$ cat config.mk
export PLATFORM = sky130hd
export DESIGN_NAME = aes_round_seq
export DESIGN_NICKNAME = d
export VERILOG_FILES = /design/src/rtl/aes_package.sv /design/src/rtl/aes_perf_cnt.sv /design/src/rtl/aes_round_seq.sv
export SDC_FILE = /design/constraint.sdc
export NUM_CORES = 1
export LEC_CHECK = 0
export CORE_AREA = 2 2 227 229
export DETAILED_ROUTE_END_ITERATION = 10
export DIE_AREA = 0 0 229 231
export PLACE_DENSITY_LB_ADDON = 0.15
export SYNTH_ARGS = -nofsm -noshare
export SYNTH_HDL_FRONTEND = slang
export SYNTH_SLANG_ARGS = --single-unit
$ cat constraint.sdc
create_clock -name clk_i -period 2.2 [get_ports clk_i]
set_input_delay 0.44 -clock clk_i [delete_from_list [all_inputs] [get_ports clk_i]]
set_output_delay 0.44 -clock clk_i [all_outputs]
set_load 0.005 [all_outputs]
$ cat src/rtl/aes_package.sv
// Shared types and constants for the AES round sequencer slice.
// Controller-side bundles, FSM encoding and key-length decode.
package aes_package;

   localparam int AES_NR_128 = 10;
   localparam int AES_NR_192 = 12;
   localparam int AES_NR_256 = 14;
   localparam int AES_BLK_W  = 128;
   localparam int AES_CNT_W  = 16;

   typedef enum logic [1:0] {
      KEY128   = 2'd0,
      KEY192   = 2'd1,
      KEY256   = 2'd2,
      KEY_RSVD = 2'd3
   } aes_key_len_e;

   typedef enum logic [2:0] {
      IDLE   = 3'd0,
      LOAD   = 3'd1,
      ROUND  = 3'd2,
      OUTPUT = 3'd3,
      DONE   = 3'd4
   } aes_seq_state_e;

   typedef struct packed {
      logic                 start;
      logic [AES_CNT_W-1:0] nb_blocks;
      aes_key_len_e         key_len;
      logic                 decrypt;
   } ctrl_seq_t;

   typedef struct packed {
      logic busy;
      logic done;
      logic cfg_err;
   } flags_seq_t;

   // Reserved key length runs the longest schedule
   function automatic logic [3:0] aes_nr(input aes_key_len_e kl);
      logic [3:0] nr;
      unique case (kl)
         KEY128:  nr = 4'(AES_NR_128);
         KEY192:  nr = 4'(AES_NR_192);
         default: nr = 4'(AES_NR_256);
      endcase
      return nr;
   endfunction

endpackage

$ cat src/rtl/aes_perf_cnt.sv
// Saturating 32-bit-style enable counter for busy-cycle profiling.
// Zeroed on job start, cleared by reset or soft clear.
module aes_perf_cnt #(
   parameter int W = 32
) (
   input  logic         clk_i,
   input  logic         rst_ni,
   input  logic         clear_i,
   input  logic         zero_i,
   input  logic         en_i,
   output logic [W-1:0] cnt_o
);

   logic [W-1:0] cnt_q;

   // count enabled cycles, stick at all-ones
   always_ff @(posedge clk_i) begin
      if (!rst_ni || clear_i) begin
         cnt_q <= '0;
      end else if (zero_i) begin
         cnt_q <= '0;
      end else if (en_i && (cnt_q != '1)) begin
         cnt_q <= cnt_q + W'(1);
      end
   end

   assign cnt_o = cnt_q;

endmodule

$ cat src/rtl/aes_round_seq.sv
// Block sequencer: load, Nr+1 round steps, store, per job.
// Busy-cycle counter built only with AES_ROUND_SEQ_PERF_CNT_EN.
module aes_round_seq
   import aes_package::*;
#(
   parameter int CNT_W     = 16,
   parameter int KEY_IDX_W = 4
) (
   input  logic                 clk_i,
   input  logic                 rst_ni,
   input  logic                 clear_i,
   input  logic                 start_i,
   input  logic [CNT_W-1:0]     nb_blocks_i,
   input  logic [1:0]           key_len_i,
   input  logic                 decrypt_i,
   input  logic                 in_valid_i,
   output logic                 in_ready_o,
   input  logic [AES_BLK_W-1:0] in_data_i,
   output logic [AES_BLK_W-1:0] rnd_state_o,
   output logic [KEY_IDX_W-1:0] rnd_idx_o,
   output logic                 rnd_first_o,
   output logic                 rnd_last_o,
   output logic                 rnd_decrypt_o,
   input  logic [AES_BLK_W-1:0] rnd_result_i,
   output logic                 out_valid_o,
   input  logic                 out_ready_i,
   output logic [AES_BLK_W-1:0] out_data_o,
   output logic                 busy_o,
   output logic                 done_o,
   output logic                 cfg_err_o,
   output logic [31:0]          perf_cnt_o
);

   aes_seq_state_e       state_q, state_d;
   logic [AES_BLK_W-1:0] blk_q, blk_d;
   logic [CNT_W-1:0]     nb_q, nb_d;
   logic [CNT_W-1:0]     cnt_q, cnt_d;
   logic [KEY_IDX_W-1:0] rnd_q, rnd_d;
   logic [KEY_IDX_W-1:0] nr_q, nr_d;
   logic                 dec_q, dec_d;
   logic                 err_q, err_d;
   flags_seq_t           flags;

   // registers; soft clear behaves exactly like reset
   always_ff @(posedge clk_i) begin
      if (!rst_ni || clear_i) begin
         state_q <= IDLE;
         blk_q   <= '0;
         nb_q    <= '0;
         cnt_q   <= '0;
         rnd_q   <= '0;
         nr_q    <= '0;
         dec_q   <= 1'b0;
         err_q   <= 1'b0;
      end else begin
         state_q <= state_d;
         blk_q   <= blk_d;
         nb_q    <= nb_d;
         cnt_q   <= cnt_d;
         rnd_q   <= rnd_d;
         nr_q    <= nr_d;
         dec_q   <= dec_d;
         err_q   <= err_d;
      end
   end

   // next-state and handshake/round qualifier decode
   always_comb begin
      state_d       = state_q;
      blk_d         = blk_q;
      nb_d          = nb_q;
      cnt_d         = cnt_q;
      rnd_d         = rnd_q;
      nr_d          = nr_q;
      dec_d         = dec_q;
      err_d         = err_q;
      in_ready_o    = 1'b0;
      out_valid_o   = 1'b0;
      rnd_idx_o     = '0;
      rnd_first_o   = 1'b0;
      rnd_last_o    = 1'b0;
      rnd_decrypt_o = 1'b0;
      unique case (state_q)
         IDLE: begin
            if (start_i) begin
               nb_d  = nb_blocks_i;
               dec_d = decrypt_i;
               nr_d  = KEY_IDX_W'(aes_nr(aes_key_len_e'(key_len_i)));
               err_d = (key_len_i == 2'(KEY_RSVD));
               cnt_d = '0;
               state_d = (nb_blocks_i == '0) ? DONE : LOAD;
            end
         end
         LOAD: begin
            in_ready_o = 1'b1;
            if (in_valid_i) begin
               blk_d   = in_data_i;
               rnd_d   = '0;
               state_d = ROUND;
            end
         end
         ROUND: begin
            rnd_idx_o     = dec_q ? (nr_q - rnd_q) : rnd_q;
            rnd_first_o   = (rnd_q == '0);
            rnd_last_o    = (rnd_q == nr_q);
            rnd_decrypt_o = dec_q;
            blk_d         = rnd_result_i;
            rnd_d         = rnd_q + KEY_IDX_W'(1);
            if (rnd_q == nr_q) begin
               state_d = OUTPUT;
            end
         end
         OUTPUT: begin
            out_valid_o = 1'b1;
            if (out_ready_i) begin
               cnt_d   = cnt_q + CNT_W'(1);
               state_d = (cnt_d == nb_q) ? DONE : LOAD;
            end
         end
         DONE: begin
            state_d = IDLE;
         end
         default: begin
            state_d = IDLE;
         end
      endcase
   end

   assign flags.busy    = (state_q != IDLE);
   assign flags.done    = (state_q == DONE);
   assign flags.cfg_err = err_q;

   assign busy_o      = flags.busy;
   assign done_o      = flags.done;
   assign cfg_err_o   = flags.cfg_err;
   assign rnd_state_o = blk_q;
   assign out_data_o  = blk_q;

`ifdef AES_ROUND_SEQ_PERF_CNT_EN
   logic start_acc;

   assign start_acc = start_i && (state_q == IDLE);

   aes_perf_cnt #(
      .W(32)
   ) u_perf_cnt (
      .clk_i  (clk_i),
      .rst_ni (rst_ni),
      .clear_i(clear_i),
      .zero_i (start_acc),
      .en_i   (flags.busy),
      .cnt_o  (perf_cnt_o)
   );
`else
   assign perf_cnt_o = '0;
`endif

endmodule

# [After elaboration in Yosys (flattened, before gate mapping)]
# Cells that the tools add are included.
[word_totals] reg_bits=173 in_bits=281 output_inout_bits=300
[classes] addsub=3 eq_ne=12 mux=22 reduce_logical=13
[ops] op="one-hot mux 128 bit (2 select lines)" n=1
[ops] op="2-to-1 mux 128 bit" n=1
[ops] op="2-to-1 mux 16 bit" n=2
[ops] op="one-hot mux 16 bit (2 select lines)" n=1
[ops] op="2-to-1 mux 3 bit" n=6
[ops] op="adder 16 x 1 -> 16 bit (second input constant)" n=1
[ops] op="== test 16 bit" n=1
[ops] op="zero test 16 bit" n=1
[ops] op="2-to-1 mux 4 bit" n=3
[ops] op="one-hot mux 3 bit (4 select lines)" n=1
[ops] op="!= test 2 bit (second input constant)" n=4
[ops] op="one-hot mux 4 bit (2 select lines)" n=1
[ops] op="== test 3 x 2 -> 1 bit (second input constant)" n=2
[ops] op="one-hot mux 3 bit (2 select lines)" n=1
[ops] op="2-to-1 mux 1 bit" n=5
[ops] op="adder 4 x 1 -> 4 bit (second input constant)" n=1
[ops] op="== test 4 bit" n=1
[ops] op="zero test 4 bit" n=1
[ops] op="AND reduction 2 bit" n=2
[ops] op="AND reduction 4 bit" n=1
[ops] op="nonzero test 2 bit" n=2
[ops] op="subtractor 4 bit" n=1
[ops] op="== test 3 x 1 -> 1 bit (second input constant)" n=1
[ops] op="== test 3 bit (second input constant)" n=1
[ops] op="other kinds (8)" n=8

# [Depth between registers and ports, before layout]
[logic_depth] ltp_word=5 ltp_mapped=9

# [Worst setup path after synthesis]
# OpenSTA, ideal clock, no wires.
[synth_timing] kind="register -> register" startpoint="reg cnt_q[1]" endpoint="reg state_q[2]" setup_ns=0.060 arrival_time_ns=1.978 t_required_ns=2.140 setup_slack_ns=0.162 path_stages_with_launch=9 synth_period_minus_slack_ns=2.038 path_cell_list="dfxtp_1 ha_1 buf_2 nand3_1 nor4_1 xnor2_1 nand4_1 nor4_2 o2111a_1"
[synth_via] elab_chain_cells=5
[synth_lines] item="start, declared" line_no="aes_round_seq.sv:37" rtl="logic [CNT_W-1:0] cnt_q, cnt_d;"
[synth_lines] item="start signal, assigned" line_no="aes_round_seq.sv:59" rtl="cnt_q <= cnt_d;"
[synth_lines] item="adder 16 x 1 -> 16 bit" line_no="aes_round_seq.sv:116" rtl="cnt_d = cnt_q + CNT_W'(1);"
[synth_lines] item="== test 16 bit" line_no="aes_round_seq.sv:117" rtl="state_d = (cnt_d == nb_q) ? DONE : LOAD;"
[synth_lines] item="2-to-1 mux 3 bit" line_no="aes_round_seq.sv:117"
[synth_lines] item="2-to-1 mux 3 bit" line_no="aes_round_seq.sv:115" rtl="if (out_ready_i) begin"
[synth_lines] item="one-hot mux 3 bit (4 select lines)" line_no="aes_round_seq.sv:83" rtl="unique case (state_q)"
[synth_lines] item="end signal, assigned" line_no="aes_round_seq.sv:56" rtl="state_q <= state_d;"
[synth_lines] item="end, declared" line_no="aes_round_seq.sv:34" rtl="aes_seq_state_e state_q, state_d;"
# No other way between the ends. The select of a mux whose other input is x is not followed.
# A chain may end at the register's enable or synchronous reset.

# [Worst setup path in the final report]
[layout_timing] startpoint="reg rnd_q[1]" endpoint="out rnd_idx_o[3]"
[layout_via] elab_chain_cells=3
[layout_lines] item="start, declared" line_no="aes_round_seq.sv:38" rtl="logic [KEY_IDX_W-1:0] rnd_q, rnd_d;"
[layout_lines] item="start signal, assigned" line_no="aes_round_seq.sv:60" rtl="rnd_q <= rnd_d;"
[layout_lines] item="subtractor 4 bit" line_no="aes_round_seq.sv:103" rtl="rnd_idx_o = dec_q ? (nr_q - rnd_q) : rnd_q;"
[layout_lines] item="2-to-1 mux 4 bit" line_no="aes_round_seq.sv:103"
[layout_lines] item="2-to-1 mux 4 bit" line_no="aes_round_seq.sv:83"
[layout_lines] item="end, declared" line_no="aes_round_seq.sv:20" rtl="output logic [KEY_IDX_W-1:0] rnd_idx_o,"
# No other way between the ends.

==> impl_metrics.json <==
{
  "run_status": "finished, violations left",
  "violations_in_the_final_reports": "negative setup slack",
  "post-route-min-period_ns": 2.39,
  "dp_worst_setup_slack_ns": -0.327,
  "min_period_over_period_pct": 109,
  "clock_tree_from_tritoncts": "built",
  "yosys.area.top_type_share_pct": 36.6,
  "synthesis.area_sq_mm": 0.00940,
  "grt_max_degree": 153,
  "combinational_group_share_of_total_power_pct": 15.7,
  "final_max_slew_viol_count": 0,
  "core-area_sq_mm": 0.0507,
  "gp_congestion": 0.840,
  "post-dp-hpwl_mm": 32.6,
  "power_switching_share_pct": 25.0,
  "post_synth_most_frequent_cells": "dfxtp_1 (172), nor2_1 (165), buf_4 (162), a211oi_1 (132), mux2i_1 (129)",
  "yosys.area.top_type": "dfxtp_1",
  "drtIter0Drc": 260,
  "grt_usage_pct": 15.3,
  "report.final.setup_viol": 4,
  "utilization_pct": 31.0,
  "cts_made_buffers": 17,
  "clock_power_share_pct": 41.4,
  "power.static_leakage_nw": 5.31,
  "cp_arrival_ns": 1.95,
  "report.final.hold_viol_count": 0,
  "die_h_um": 231,
  "internal_power_mw": 5.64,
  "vdd.ir_drop.worst_uv": 482,
  "initial_utilization_pct": 18.5,
  "syn-instance-count": 1086,
  "wire_per_inst_um": 19.0,
  "total_switching_power_mw": 1.88,
  "boundaryPins": 581,
  "synth_seq_area_share_pct": 36.6,
  "synth_edf_count": 0,
  "post_synth_num_cell_types": 55,
  "worst_pin_slew_ns": 0.702,
  "crit_required_ns": 1.76,
  "cap_viol_max_count": 0,
  "rsz0062_at_grt": "yes",
  "ys.warnings.count": 0,
  "timing.fmax_mhz": 418,
  "globalRoute.totalOverflow": 0,
  "grt_antenna_before_repair": 4,
  "cts.root.buffer_cell": "clkbuf_16",
  "syn_area_per_cell_sq_um": 8.65,
  "first_global_vias": 8882,
  "synthToLayoutAreaGrowth_pct": 67.2,
  "post_dp_cell_area_sq_mm": 0.0149,
  "timing.slew.headroom_pct": 53.2,
  "clock_skew_ns": 0.00830,
  "setup.worst_path.end_class": "output pin",
  "yosys.cell_count.top_type": "dfxtp_1",
  "fill_cells": 5436,
  "finalWorstSetupSlack_ns": -0.192,
  "clock_latency_reported_for_the_late_side_of_the_worst_skew_pair_ns": 0.48,
  "synth.top_cells.by_area": "dfxtp_1 (37%), mux2i_1 (14%), buf_4 (13%)",
  "p_seq_share_pct": 42.9,
  "crit_path_start_kind": "flop",
  "route.detailed.drc": 0,
  "vias": 9012,
  "ctsLongestPathBuffers": 2,
  "dieArea_sq_mm": 0.0529,
  "top_reg_cell_synth": "dfxtp_1",
  "post_route_cells_drive_above_1_share_pct": 9.00,
  "timing.critical_path.slowest_stage_cell": "dfxtp_2",
  "finalNetCount": 1797,
  "final_cells": 2205,
  "core.rowCount": 83,
  "tritoncts_num_sinks": 172,
  "crit_fanout": 2,
  "min-delay-path-class": "reg2reg",
  "final.hold.worst_slack_ns": 0.457,
  "powerDensity_mw_per_mm2": 479,
  "path_class": "reg2out",
  "drt_pass1_iterations": 4,
  "detail-route-antenna-nets": 0,
  "crit_chain": "inv_2 > ha_4 > nor2b_4 > o21ai_2 > nor3b_2 > o21ai_1 > xor2_1 > nor2_1 > buf_2",
  "cts.htree.levels": 4,
  "dp_cells": 2167,
  "asyncSetResetFlopFracSynth_pct": 0,
  "final_area_sq_mm": 0.0157,
  "ys_ff_latch": 172,
  "routed_via_density": 4.09,
  "cp_slowest_stage_delay_ns": 0.33,
  "die-width_um": 229,
  "clk_transition_reported_paths_ns": 0.07,
  "buffer_ports.inserted": 548,
  "first_pass_grt_wire_length_mm": 59.9,
  "wirelength_mm": 41.9
}
[power groups by stage]
stage | registers [mW] | logic, mW | clock network, mW
floorplan | 3.28 | 0.427 | 0
global placement | 3.29 | 1.16 | 0
detailed placement | 3.30 | 1.17 | 0
CTS | 3.23 | 1.18 | 3.29
global route | 3.23 | 1.27 | 3.38
finish | 3.22 | 1.18 | 3.11
[layer usage]
metal,track usage [%],wire (um)
met3,4.05,2440
met4,5.58,867
met5,0,23
met1,17.7,17100
met2,27.0,21400
[per-stage QoR]
stage	TNS (ns)	power, mW
2_1_floorplan	0	3.70
3_3_place_gp	-0.578	4.46
3_5_place_dp	-0.596	4.46
4_1_cts	-0.771	7.70
5_1_grt	-1.10	7.88
6_report	-0.465	7.52
[worst max-delay path, delay by kind of cell (launching register included)]
kind	cells	cell delay, ns
adder cells (fa/ha/maj)	1	0.21
XOR/XNOR	1	0.16
AO/OA/AOI/OAI	2	0.22
buffers and inverters	2	0.17
AND/OR/NAND/NOR	3	0.39
flip-flops	1	0.33
[worst paths after layout]
kind              startpoint      endpoint  slack [ns]  cells after the start
setup reg to reg    cnt_q[0]    state_q[2]        0.11                      7
setup / recovery    rnd_q[1]  rnd_idx_o[3]       -0.19                      9
hold / removal     cfg_err_o     cfg_err_o        0.46                      2
hold reg to reg    cfg_err_o     cfg_err_o        0.46                      2
[final cells by class]
cell class	count	area [sq um]	share of cell area [%]
multi-input cells	693	4670	29.7
inverters	9	33.8	0.215
clock buffers	23	458	2.91
repair buffers	616	6130	39.0
diodes	3	7.51	0.0478
flip-flops and latches	172	3450	22.0
clock inverters	9	114	0.725
well taps	680	851	5.42
[layout by cell type (no fill, tap or decap), drive strengths merged, types with 23 or more instances in the layout]
| master | Yosys | routed |
|---|---|---|
| a211oi | 132 | 132 |
| dfxtp | 172 | 172 |
| conb | 1 | 32 |
| buf | 185 | 72 |
| a21oi | 34 | 34 |
| mux2i | 129 | 129 |
| clkdlybuf4s50 | 0 | 537 |
| clkbuf | 58 | 23 |
| nand2 | 56 | 56 |
| nor2 | 165 | 165 |
[cells by family after synthesis]
kind of cell	after synthesis	share of synthesized area, %
AO/OA/AOI/OAI	206	15.4
other	1	0.0399
buffers and inverters	252	16.9
AND/OR/NAND/NOR	291	13.6
XOR/XNOR	27	2.52
adder cells (fa/ha/maj)	7	1.01
multiplexers	130	13.9
flip-flops	172	36.6
[what timing repair did]
| item | in CTS | in global routing |
|---|---|---|
| hold buffers | 0 | 0 |
| pin swaps | 7 | 6 |
| buffers inserted | 2 | 1 |
| setup endpoints to repair | 11 | 7 |
| resized for setup | 56 | 14 |
[state kept, by name, summed over array words and instances, names as in the netlist]
register    cells
cnt_q          16
nb_q           16
out_data_o    128
nr_q            3
dec_q           1
state_q         3
rnd_q           4
cfg_err_o       1
(Power assumes the default switching activity.)
